**src/rtl/cla4_adder_if.sv**
```systemverilog
// Operand/result bundle for the 4-bit lookahead adder slice.
// The master drives operands; the slave returns the registered sum and group terms.
interface cla4_adder_if;
    logic [3:0] a;
    logic [3:0] b;
    logic       cin;
    logic       in_valid;
    logic [3:0] y;
    logic       cout;
    logic       grp_p;
    logic       grp_g;
    logic       out_valid;

    modport master (
        output a, b, cin, in_valid,
        input  y, cout, grp_p, grp_g, out_valid
    );

    modport slave (
        input  a, b, cin, in_valid,
        output y, cout, grp_p, grp_g, out_valid
    );
endinterface

```
**src/rtl/cla4_adder.sv**
```systemverilog
// 4-bit carry-lookahead adder with a single registered output stage.
// Group p/g are exported so slices can cascade under a higher-level lookahead unit.
module cla4_adder (
    input  logic         clk,
    input  logic         rst,
    cla4_adder_if.slave  bus
);
    logic [3:0] g;
    logic [3:0] p;
    logic [4:0] c;
    logic [3:0] s;
    logic       gp;
    logic       gg;

    assign g = bus.a & bus.b;
    assign p = bus.a ^ bus.b;

    // Every carry is a flat sum-of-products; no carry feeds another carry.
    assign c[0] = bus.cin;
    assign c[1] = g[0] | (p[0] & bus.cin);
    assign c[2] = g[1] | (p[1] & g[0]) | (p[1] & p[0] & bus.cin);
    assign c[3] = g[2] | (p[2] & g[1]) | (p[2] & p[1] & g[0])
                | (p[2] & p[1] & p[0] & bus.cin);
    assign c[4] = g[3] | (p[3] & g[2]) | (p[3] & p[2] & g[1])
                | (p[3] & p[2] & p[1] & g[0])
                | (p[3] & p[2] & p[1] & p[0] & bus.cin);

    assign s  = p ^ c[3:0];
    assign gp = &p;
    assign gg = g[3] | (p[3] & g[2]) | (p[3] & p[2] & g[1])
              | (p[3] & p[2] & p[1] & g[0]);

    // Data registers load only on qualified cycles, so X on idle inputs never lands.
    always_ff @(posedge clk) begin
        if (rst) begin
            bus.y         <= 4'd0;
            bus.cout      <= 1'b0;
            bus.grp_p     <= 1'b0;
            bus.grp_g     <= 1'b0;
            bus.out_valid <= 1'b0;
        end else if (bus.in_valid) begin
            bus.y         <= s;
            bus.cout      <= c[4];
            bus.grp_p     <= gp;
            bus.grp_g     <= gg;
            bus.out_valid <= 1'b1;
        end else begin
            bus.out_valid <= 1'b0;
        end
    end
endmodule

```
**src/flat_wrapper.sv**
```systemverilog
// flat-port wrapper written by rule: the top's interface ports become plain ports
module cla4_adder_flat 
  (clk, rst, bus_a, bus_b, bus_cin, bus_in_valid, bus_y, bus_cout, bus_grp_p, bus_grp_g, bus_out_valid);
  cla4_adder_if bus_i ();
  input  logic clk;
  input  logic rst;
  input wire logic [$bits(bus_i.a)-1:0] bus_a;
  input wire logic [$bits(bus_i.b)-1:0] bus_b;
  input wire logic [$bits(bus_i.cin)-1:0] bus_cin;
  input wire logic [$bits(bus_i.in_valid)-1:0] bus_in_valid;
  output wire logic [$bits(bus_i.y)-1:0] bus_y;
  output wire logic [$bits(bus_i.cout)-1:0] bus_cout;
  output wire logic [$bits(bus_i.grp_p)-1:0] bus_grp_p;
  output wire logic [$bits(bus_i.grp_g)-1:0] bus_grp_g;
  output wire logic [$bits(bus_i.out_valid)-1:0] bus_out_valid;
  assign bus_i.a = bus_a;
  assign bus_i.b = bus_b;
  assign bus_i.cin = bus_cin;
  assign bus_i.in_valid = bus_in_valid;
  assign bus_y = bus_i.y;
  assign bus_cout = bus_i.cout;
  assign bus_grp_p = bus_i.grp_p;
  assign bus_grp_g = bus_i.grp_g;
  assign bus_out_valid = bus_i.out_valid;
  cla4_adder u_core (.clk(clk), .rst(rst), .bus(bus_i));
endmodule
```
**config.mk**
```make
export PLATFORM = sky130hd
export DESIGN_NAME = cla4_adder_flat
export DESIGN_NICKNAME = d
export VERILOG_FILES = /design/src/rtl/cla4_adder_if.sv /design/src/rtl/cla4_adder.sv /design/src/flat_wrapper.sv
export SDC_FILE = /design/constraint.sdc
export NUM_CORES = 1
export LEC_CHECK = 0
export BUFFER_PORTS_ARGS = -buffer_cell sky130_fd_sc_hd__buf_2
export CAP_MARGIN = 25
export CORE_AREA = 10 10 47 49
export CTS_CLUSTER_DIAMETER = 150
export DETAILED_ROUTE_END_ITERATION = 6
export DIE_AREA = 0 0 57 59
export GPL_ROUTABILITY_DRIVEN = 0
export MAX_ROUTING_LAYER = met4
export SYNTH_ARGS = -nofsm -noshare
export SYNTH_HDL_FRONTEND = slang
export SYNTH_SLANG_ARGS = --single-unit
```
**constraint.sdc**
```tcl
create_clock -name clk -period 2.93 [get_ports clk]
set_input_delay 0.586 -clock clk [delete_from_list [all_inputs] [get_ports clk]]
set_output_delay 0.586 -clock clk [all_outputs]
set_load 0.005 [all_outputs]
```
Word-level counts from Yosys, hierarchy flattened
Index checks and enable logic that the tools add are counted.

Register bits: 8. Output and inout port bits: 8. Logic and storage cells: 36. Bits of input ports: 12.

Reductions and logical operators: 1. Muxes and demuxes: 1. Bitwise logic cells: 29.

Operator list (count): 1-bit AND (16); 1-bit bitwise OR (10); 4-bit XOR (2); 4-bit AND (1); 4-bit AND reduction (1); 1-bit 2-to-1 mux (1).

Logic depth before layout (Yosys ltp)
Gate-level depths: netlist of the first run.

Word-level depth: 6. Depth in mapped cells: 5. Depth with buffers taken out: 5.

Least setup slack after synthesis of the first run
No wires, ideal clock.

Path kind: input port to flip-flop. Start: input bus_b[0]. End: register u_core.bus.y[2]. Setup slack: 1.340 ns. Stages on the path: 4. Path buffers: 0. Required time: 2.848 ns. Library setup time: 0.082 ns. Arrival: 1.507 ns. Cells stage by stage: ha_1 > a21o_1 > a2111o_1 > o221ai_1.

Cells in the longest elaborated chain, start to end: 5. Elaborated cells between the ends (all ways): 8. Classes of those cells: bitwise (8).

Ends and longest elaborated chain: start, declared (line flat_wrapper.sv:8) `input wire logic [$bits(bus_i.b)-1:0] bus_b;`; 4-bit AND or 4-bit XOR (tied branches) (line cla4_adder.sv:15, cla4_adder.sv:16); 1-bit AND (line cla4_adder.sv:21) `assign c[2] = g[1] | (p[1] & g[0]) | (p[1] & p[0] & bus.cin);`; 1-bit bitwise OR or 1-bit AND (tied branches) (line cla4_adder.sv:21); 1-bit bitwise OR (*) (line cla4_adder.sv:21); 4-bit XOR (*) (line cla4_adder.sv:28) `assign s = p ^ c[3:0];`; end signal, assigned (line cla4_adder.sv:42) `bus.y <= s;`; end, declared (line cla4_adder_if.sv:21) `output y, cout, grp_p, grp_g, out_valid`.

Every way passes the cells marked *; elsewhere a longest branch is shown, timed or not. A chain may end at the register's enable or synchronous reset.

Worst setup path in the final report of the first run
Same ends and word-level chain as after synthesis.

==> impl_metrics.tcl, run 1 <==
set metrics [dict create \
    synth_area_um2 493 \
    power.internal_mw 0.197 \
    switching_share_pct 27.1 \
    cp-endpoint "u_core.bus.y[2]" \
    ff2ff_path_depth 3 \
    required_ns 3.10 \
    cts_tree "yes" \
    clkSlewWorstSetupHoldPaths_ns 0.05 \
    antenna_found_initial 0 \
    worstHoldPathType "register to register" \
    crit_start "bus_b[0]" \
    grt_pass1_wl_um 2010 \
    p_clk_share_pct 31.1 \
    whs_ns 0.482 \
    power_density_nw_per_um2 436 \
    grt_usage_pct 7.88 \
    top_layer_used "met3" \
    ys_ff_latch 8 \
    routed-wl-met2_um 605 \
    cts-root-buf "clkbuf_4" \
    yosys_warnings 0 \
    htreeDepth 1 \
    row_count 14 \
    slowest_delay_ns 0.40 \
    cts_setup_buffers 0 \
    die_area_um2 3360 \
    portBuffers 19 \
    wl_met3_um 22 \
    crit_type "input port to register" \
    final_cell_area_um2 618 \
    clock_path_buffers 2 \
    arrival_ns 1.68 \
    ir_worst_vdd_mv 0.232 \
    drt_wl_total_um 1150 \
    run_status "finished clean" \
    die_w_um 57 \
    setup_slack_ns 1.42 \
    syn_nets 70 \
    synth_cells 52 \
    drt_iter0_markers 2 \
    timing.slew.headroom_pct 84.7 \
    end_kind "register" \
    setup_violations 0 \
    ys_types 27 \
    combPwrFrac_pct 23.8 \
    die_h_um 59 \
    ios 20 \
    final-hold-violation-count 0 \
    finalCriticalPeriod_ns 1.51 \
    post-route-period-util_pct 51.4 \
    final.setup.tns_ns 0 \
    vias_per_cell 5.02 \
    ant_nets 0 \
    area_growth_pct 25.4 \
    wl_met1_um 526 \
    reg2reg_from "u_core.bus.y[3]" \
    drv_slew 0 \
    cts_resized 0 \
    drcViolationCount 0 \
    core-area_um2 1400 \
    numCtsBuffers 3 \
    worstMarginPinSlew_ns 0.229 \
    nets 92 \
    switching_power_mw 0.0731 \
    crit_slowest_cell "a2111o_1" \
    crit_path_cell_trace "buf_2, ha_1, a21o_1, a2111o_1, o221ai_1" \
    skew_ns 0 \
    cts.sinks 8 \
    wl_per_cell_um 13.1 \
    grt_overflow 0 \
    final.fill_count 156 \
    cts_hold_buf 0 \
    max_freq_ghz 0.664 \
    p_leak_nw 0.309 \
    antenna_cells 0 \
    placed_cell_area_um2 596 \
    cp-start-kind "input port" \
    r2r-end "u_core.bus.y[3]" \
    drt-pass1-iter-count 4 \
    crit_fanout 3 \
    num_vias 442 \
    rsz0062_at_grt "false" \
    dp_slack_ns 1.16 \
    seq_power_share_pct 45.0 \
    dp_hpwl_um 953 \
    start_util_pct 35.2 \
    grt_pass1_vias 473 \
    final_layout_size_suffix_gt1_share_pct 33.3 \
    reg2reg_setup_slack_ns 2.18 \
    worstSkewPairLatency_ns 0.25 \
    max_cap_violations 0 \
    grt_start_max_net_pins 14 \
    postSynthAreaPerCell_um2 9.48 \
    seq_area_frac_synth_pct 32.5 \
]
-- power groups by stage --
stage               logic (mW)  registers [mW]  clock network, mW
floorplan               0.0396           0.125                  0
global placement        0.0643           0.124                  0
detailed placement      0.0657           0.124                  0
CTS                     0.0660           0.122             0.0877
global route            0.0747           0.122             0.0911
finish                  0.0643           0.121             0.0840
-- metrics by stage --
step	utilization, %	std cells	power [mW]
2_1_floorplan	-	52	0.164
3_3_place_gp	42.5	85	0.188
3_5_place_dp	42.5	85	0.189
4_1_cts	44.1	88	0.275
5_1_grt	44.1	88	0.288
6_report	44.1	88	0.270
-- cells in the final DEF, fill, tap and decap left out, drive strengths merged, types with 2 or more instances in the layout --
cell type / netlist / layout
o21ai: 2 / 2
a211oi: 3 / 3
clkbuf: 0 / 3
nor3b: 2 / 2
buf: 2 / 19
a21o: 2 / 2
and4: 2 / 2
a21oi: 2 / 2
nor2: 5 / 5
ha: 5 / 5
nor2b: 2 / 2
dfxtp: 8 / 8
mux2i: 2 / 2
inv: 3 / 3
-- logic make-up after synthesis --
family                   Yosys count  synth area share, %
AO/OA/AOI/OAI                     13                 18.8
XOR/XNOR                           1                 1.78
adder cells (fa/ha/maj)            6                 16.8
buffers and inverters              5                 4.82
flip-flops                         8                 32.5
multiplexers                       2                 4.06
AND/OR/NAND/NOR                   17                 21.3
-- cell usage after synthesis, drive strengths merged --
master,n,area [um2]
a2111o,1,11.3
a211oi,3,22.5
a21o,2,15.0
a21oi,2,10.0
and3,1,7.51
and4,2,18.8
buf,2,12.5
dfxtp,8,160
fa,1,20.0
ha,5,62.6
inv,3,11.3
mux2i,2,20.0
nand2,1,3.75
nand2b,1,6.26
nand3b,1,7.51
nor2,5,18.8
nor2b,2,12.5
nor3b,2,15.0
o211ai,1,7.51
o21ai,2,10.0
o221ai,1,8.76
o31ai,1,7.51
or2,1,6.26
or3b,1,8.76
xnor2,1,8.76
-- metal layers --
| metal | track usage, % | up-vias |
|---|---|---|
| met5 | - | - |
| met3 | 1.50 | 0 |
| li1 | - | 236 |
| met4 | 7.05 | 0 |
| met1 | 7.65 | 196 |
| met2 | 13.2 | 10 |
-- registers in the layout, summed over array words and instances, names as in the netlist --
name	cells
u_core.bus.cout	1
u_core.bus.grp_p	1
u_core.bus.y	4
u_core.bus.out_valid	1
u_core.bus.grp_g	1
-- layout make-up --
cell class / instances / area, um2 / area share (%)
Clock buffer: 3 / 22.5 / 3.64
Inverter: 3 / 11.3 / 1.82
Multi-Input combinational cell: 39 / 309 / 50.0
Sequential cell: 8 / 160 / 25.9
Tap cell: 16 / 20.0 / 3.24
Timing Repair Buffer: 19 / 95.1 / 15.4
-- worst max-delay path: cells and delay by family --
family	cells	cell delay (ns)
AOI/OAI and AO/OA	3	0.66
adders and majority gates	1	0.31
buffers and inverters	1	0.12
-- worst min-delay path by stage --
stage / depth (start not counted) / end / startpoint
6_report: 2 / u_core.bus.cout / u_core.bus.cout
5_1_grt: 2 / u_core.bus.y[0] / u_core.bus.y[0]
4_1_cts: 2 / u_core.bus.y[0] / u_core.bus.y[0]
3_5_place_dp: 2 / u_core.bus.y[0] / u_core.bus.y[0]
3_3_place_gp: 2 / u_core.bus.cout / u_core.bus.cout
2_1_floorplan: 2 / u_core.bus.y[0] / u_core.bus.y[0]
Note: power is estimated with default switching activity, not from simulation.
==> inputs of run 2 (changes only) <==
ABC_AREA = 1   (was default)
CORE_AREA = default   (was 10 10 47 49)
CORE_MARGIN = 10   (was default)
CORE_UTILIZATION = 39   (was default)
DIE_AREA = default   (was 0 0 57 59)
PLACE_DENSITY = 0.69   (was default)
clock period = 1.2 ns   (was 2.93 ns; I/O delays follow)
==> run 2 against run 1 <==
Critical path depth is 3 higher; cell count rose by 26%; synthesized cell count up 35%; critical endpoint unchanged.
==> impl_metrics.tcl, run 2 <==
set metrics [dict create \
    crit_type "input port to register" \
    slowest_delay_ns 0.36 \
    multiInputGateArea_um2 290 \
    yosys.area_share.adder_pct 16.2 \
    whs_path_depth 2 \
    crit_slowest_cell "ha_1" \
    vias_per_cell 4.58 \
    worstMarginPinSlew_ns 0.185 \
    cts_resized 0 \
    hold_path_end "u_core.bus.cout" \
    die_area_um2 3150 \
    synth_cells 70 \
    start_util_pct 43.5 \
    max_cap_violations 0 \
    cp_common_cell "nand2_1" \
    synth.top_cell.area_share_pct 31.4 \
    drv_slew 0 \
    final_layout_size_suffix_gt1_share_pct 34.0 \
    p_leak_nw 0.377 \
    nets 117 \
    clkSlewWorstSetupHoldPaths_ns 0.05 \
    cts_setup_buffers 0 \
    grt_pass1_vias 500 \
    arrival_ns 1.22 \
    final-hold-violation-count 0 \
    htreeDepth 1 \
    ios 20 \
    yosys.area_share.simple_pct 25.8 \
    clock_path_buffers 2 \
    synthMuxAreaShare_pct 0 \
    mostFrequentLayoutCells "buf_2, nand2_1, inv_1" \
    wl_per_cell_um 10.5 \
    largest_reg_flops 4 \
    largest-register "u_core.bus.y" \
    placed_cell_area_um2 653 \
    yosys-top-cells-count "nand2_1, inv_1, nor2_1" \
    synth_compound_area_share_pct 13.3 \
    worstHoldPathType "input port to register" \
    ys_ff_latch 8 \
    max_freq_ghz 0.933 \
    crit_fanout 6 \
    skew_ns 0 \
    portBuffers 19 \
    cp-start-kind "input port" \
    regArea_um2 160 \
    synth-async-reset-ratio_pct 0 \
    drcViolationCount 0 \
    ir_worst_vdd_mv 0.586 \
    grt_start_max_net_pins 12 \
    grt_overflow 0 \
    yosysTopAreaCell "dfxtp_1" \
    drt_wl_total_um 1170 \
    run_status "finished clean" \
    row_count 12 \
    synth.most_common_cell "nand2_1" \
    area_growth_pct 32.7 \
    cts_hold_buf 0 \
    timing.slew.headroom_pct 87.6 \
    required_ns 1.35 \
    num_vias 508 \
    synth_ff_type "dfxtp_1" \
    synth_enable_flop_cells 0 \
    die_w_um 56.1 \
    power_density_nw_per_um2 1020 \
    ys_types 18 \
    cts_tree "yes" \
    hp-start "rst" \
    grt_usage_pct 8.15 \
    drt_iter0_markers 12 \
    worstSkewPairLatency_ns 0.25 \
    drt-pass1-iter-count 4 \
    synth_area_um2 509 \
    reg2reg_setup_slack_ns 0.54 \
    r2r-end "u_core.bus.y[1]" \
    final.fill_count 119 \
    antenna_cells 0 \
    finalCriticalPeriod_ns 1.07 \
    syn_nets 88 \
    core-area_um2 1170 \
    reg2reg_from "u_core.bus.y[1]" \
    post-route-period-util_pct 89.3 \
    yosys_warnings 0 \
    ant_nets 0 \
    ff2ff_path_depth 4 \
    dp_hpwl_um 1000 \
    mostFrequentLayoutCell "buf_2" \
    setup_violations 0 \
    grt_pass1_wl_um 2050 \
    cts.sinks 8 \
    rsz0062_at_grt "false" \
    ys_top_cells_by_area "dfxtp_1, ha_1, nand2_1" \
    cts-root-buf "clkbuf_4" \
    crit_path_cell_trace "buf_2, ha_1, nand2_1, clkinv_1, nand2_1, a21oi_1, o21ai_1, inv_1" \
    final_util_pct 57.7 \
    seq_area_frac_synth_pct 31.4 \
    numCtsBuffers 3 \
    postSynthAreaPerCell_um2 7.27 \
    die_h_um 56.1 \
    synth-xor-area-share_pct 1.72 \
    antenna_found_initial 0 \
    synth_top_family_by_area "simple AND/OR/NAND/NOR gates" \
    end_kind "register" \
    final_cell_area_um2 676 \
]
[run 2: cell count changes after synthesis, sizes merged, moves of 2 or more]
cell	before	now
a211oi	3	0
a21o	2	0
a21oi	2	8
and4	2	0
buf	2	0
inv	3	11
mux2i	2	0
nand2	1	14
nand3	0	5
nand4	0	2
nor2	5	9
nor2b	2	0
nor3b	2	0
o21ai	2	4
[run 2: kinds of logic (layout without fill, tap and decap cells)]
group                    after synthesis  in the layout
AO/OA/AOI/OAI                         12             12
flip-flops                             8              8
adder cells (fa/ha/maj)                6              6
AND/OR/NAND/NOR                       30             30
XOR/XNOR                               1              1
buffers and inverters                 13             40
[run 2: worst max path at each step]
stage	from	endpoint	slack [ns]	cells past startpoint
2_1_floorplan	bus_b[1]	u_core.bus.y[2]	0.06	7
3_3_place_gp	bus_b[1]	u_core.bus.y[3]	-0.09	9
3_5_place_dp	bus_b[1]	u_core.bus.y[2]	-0.14	8
4_1_cts	bus_b[1]	u_core.bus.y[2]	0.13	8
5_1_grt	bus_a[1]	u_core.bus.y[3]	0.01	9
6_report	bus_b[1]	u_core.bus.y[2]	0.13	8
[run 2: metrics by stage]
stage | hold slack [ns] | cells | power, mW | worst slack, ns | TNS [ns]
2_1_floorplan | 0.302 | 70 | 0.412 | 0.0605 | 0
3_3_place_gp | 0.459 | 108 | 0.490 | -0.0907 | -0.446
3_5_place_dp | 0.454 | 108 | 0.495 | -0.141 | -0.564
4_1_cts | 0.230 | 111 | 0.700 | 0.127 | 0
5_1_grt | 0.251 | 111 | 0.745 | 0.0140 | 0
6_report | 0.235 | 111 | 0.691 | 0.128 | 0
[run 2: critical path: cells and delay by family]
family | cells | cell delay (ns)
adder cells (fa/ha/maj) | 1 | 0.36
buffers and inverters | 3 | 0.24
AO/OA/AOI/OAI | 2 | 0.20
AND/OR/NAND/NOR | 2 | 0.17
[run 2: power breakdown]
group          switching, mW  leakage, nW  total [mW]  internal [mW]
Sequential           0.00737       0.0661       0.293          0.286
Clock                 0.0892       0.0138       0.204          0.114
Combinational          0.101        0.298       0.194         0.0927
Total                  0.198        0.377       0.691          0.493
[run 2: metal layers]
metal / global-route usage, % / up-vias / wire length [um]
met1: 8.81 / 217 / 535
met4: 3.07 / 0 / 17
met5: - / - / 0
met3: 4.33 / 4 / 59
li1: - / 277 / -
met2: 12.3 / 10 / 558
[run 2: layout make-up]
| class | count | area share, % |
|---|---|---|
| Clock buffer | 3 | 3.33 |
| Inverter | 12 | 6.67 |
| Multi-Input combinational cell | 49 | 43.0 |
| Sequential cell | 8 | 23.7 |
| Tap cell | 14 | 2.59 |
| Timing Repair Buffer | 25 | 20.7 |
==> inputs of run 3 (changes only) <==
ABC_AREA = default   (was 1)
CORE_AREA = 10 10 47 49   (was default)
CORE_MARGIN = default   (was 10)
CORE_UTILIZATION = default   (was 39)
DIE_AREA = 0 0 57 59   (was default)
PLACE_DENSITY = 0.66   (was 0.69)
==> run 3 against run 2 <==
Clock skew is the same; hold slack improved by 0.064 ns; cell count down 17%; die area up 6.7%; critical endpoint unchanged; non-clock buffer count is 2 lower; register-to-register slack got worse by 0.12 ns; combinational power hardly changed; via count fell by 9.1%.
==> impl_metrics.tcl, run 3 (synthesis gave the netlist of run 1 again) <==
set metrics [dict create \
    run_status "finished clean" \
    ir_worst_vdd_mv 0.434 \
    ios 20 \
    cts_resized 0 \
    mostFrequentLayoutCells "buf_2, dfxtp_1, nor2_1" \
    drt-pass1-iter-count 4 \
    portBuffers 19 \
    row_count 14 \
    mostFrequentLayoutCell "buf_2" \
    max_cap_violations 0 \
    crit_path_cell_trace "buf_2, ha_4, a21o_1, a2111o_1, o221ai_1" \
    drcViolationCount 0 \
    setup_violations 0 \
    antenna_found_initial 0 \
    finalCriticalPeriod_ns 1.08 \
    crit_fanout 3 \
    cts_hold_buf 0 \
    slowest_delay_ns 0.40 \
    largest-register "u_core.bus.y" \
    cts-root-buf "clkbuf_4" \
    cts_setup_buffers 0 \
    start_util_pct 35.2 \
    nets 96 \
    drv_slew 0 \
    grt_pass1_vias 496 \
    worstMarginPinSlew_ns 0.239 \
    setup_slack_ns 0.116 \
    ff2ff_path_depth 3 \
    worstHoldPathType "input port to register" \
    core-area_um2 1400 \
    die_h_um 59 \
    vias_per_cell 5.02 \
    power_density_nw_per_um2 1010 \
    p_leak_nw 0.328 \
    area_growth_pct 39.1 \
    numCtsBuffers 3 \
    crit_slowest_cell "a2111o_1" \
    grt_start_max_net_pins 14 \
    ant_nets 0 \
    dp_hpwl_um 999 \
    wl_per_cell_um 13.2 \
    dp_slack_ns -0.145 \
    num_vias 462 \
    clock_path_buffers 2 \
    drt_wl_total_um 1220 \
    end_kind "register" \
    arrival_ns 1.25 \
    whs_path_depth 2 \
    cts_tree "yes" \
    required_ns 1.37 \
    crit_type "input port to register" \
    whs_ns 0.299 \
    htreeDepth 1 \
    largest_reg_flops 4 \
    max_freq_ghz 0.922 \
    final.setup.tns_ns 0 \
    antenna_cells 0 \
    grt_pass1_wl_um 2070 \
    cp-start-kind "input port" \
    final-hold-violation-count 0 \
    skew_ns 0 \
    grt_usage_pct 7.78 \
    final_layout_size_suffix_gt1_share_pct 40.8 \
    cts.sinks 8 \
    rsz0062_at_grt "false" \
    post-route-period-util_pct 90.4 \
    die_w_um 57 \
    worstSkewPairLatency_ns 0.25 \
    die_area_um2 3360 \
    clkSlewWorstSetupHoldPaths_ns 0.05 \
    timing.slew.headroom_pct 84.0 \
    drt_iter0_markers 1 \
    grt_overflow 0 \
]
## run 3: worst max-delay path: cells and delay by family
| kind | cells | cell delay (ns) |
|---|---|---|
| compound gates | 3 | 0.64 |
| fa+ha+maj | 1 | 0.24 |
| buf+inv | 1 | 0.13 |
## run 3: path summary, 6_finish.rpt
| path | start | to | slack, ns |
|---|---|---|---|
| setup / recovery | bus_b[0] | u_core.bus.y[2] | 0.12 |
| setup reg to reg | u_core.bus.y[3] | u_core.bus.y[3] | 0.42 |
| hold / removal | rst | u_core.bus.grp_p | 0.30 |
| hold reg to reg | u_core.bus.y[0] | u_core.bus.y[0] | 0.48 |
## run 3: metrics by stage
| step | cell area, um2 | power (mW) | utilization, % | instances |
|---|---|---|---|---|
| floorplan | 531 | 0.411 | - | 52 |
| global placement | 663 | 0.490 | 47.3 | 89 |
| detailed placement | 663 | 0.496 | 47.3 | 89 |
| CTS | 686 | 0.704 | 48.9 | 92 |
| global route | 686 | 0.743 | 48.9 | 92 |
| finish | 686 | 0.692 | 48.9 | 92 |
## run 3: layer usage
layer	vias to the layer above	track usage [%]	wire length, um	share of wire [%]
met4	0	5.03	17	1.4
li1	240	-	-	-
met1	203	8.22	552	45
met3	2	2.58	78	6.4
met5	-	-	0	0
met2	17	12.2	569	47
## run 3: final cells by class
type,instances,area (um2)
Tap cell,16,20.0
Inverter,3,11.3
Multi-Input combinational cell,39,347
Fill cell,146,716
Timing Repair Buffer,23,125
Sequential cell,8,160
Clock buffer,3,22.5
## run 3: report_power, final
part | leakage [nW] | internal, mW | switching, mW
logic | 0.248 | 0.104 | 0.0894
clock network | 0.0138 | 0.114 | 0.0890
registers | 0.0661 | 0.288 | 0.00829
total | 0.328 | 0.505 | 0.187
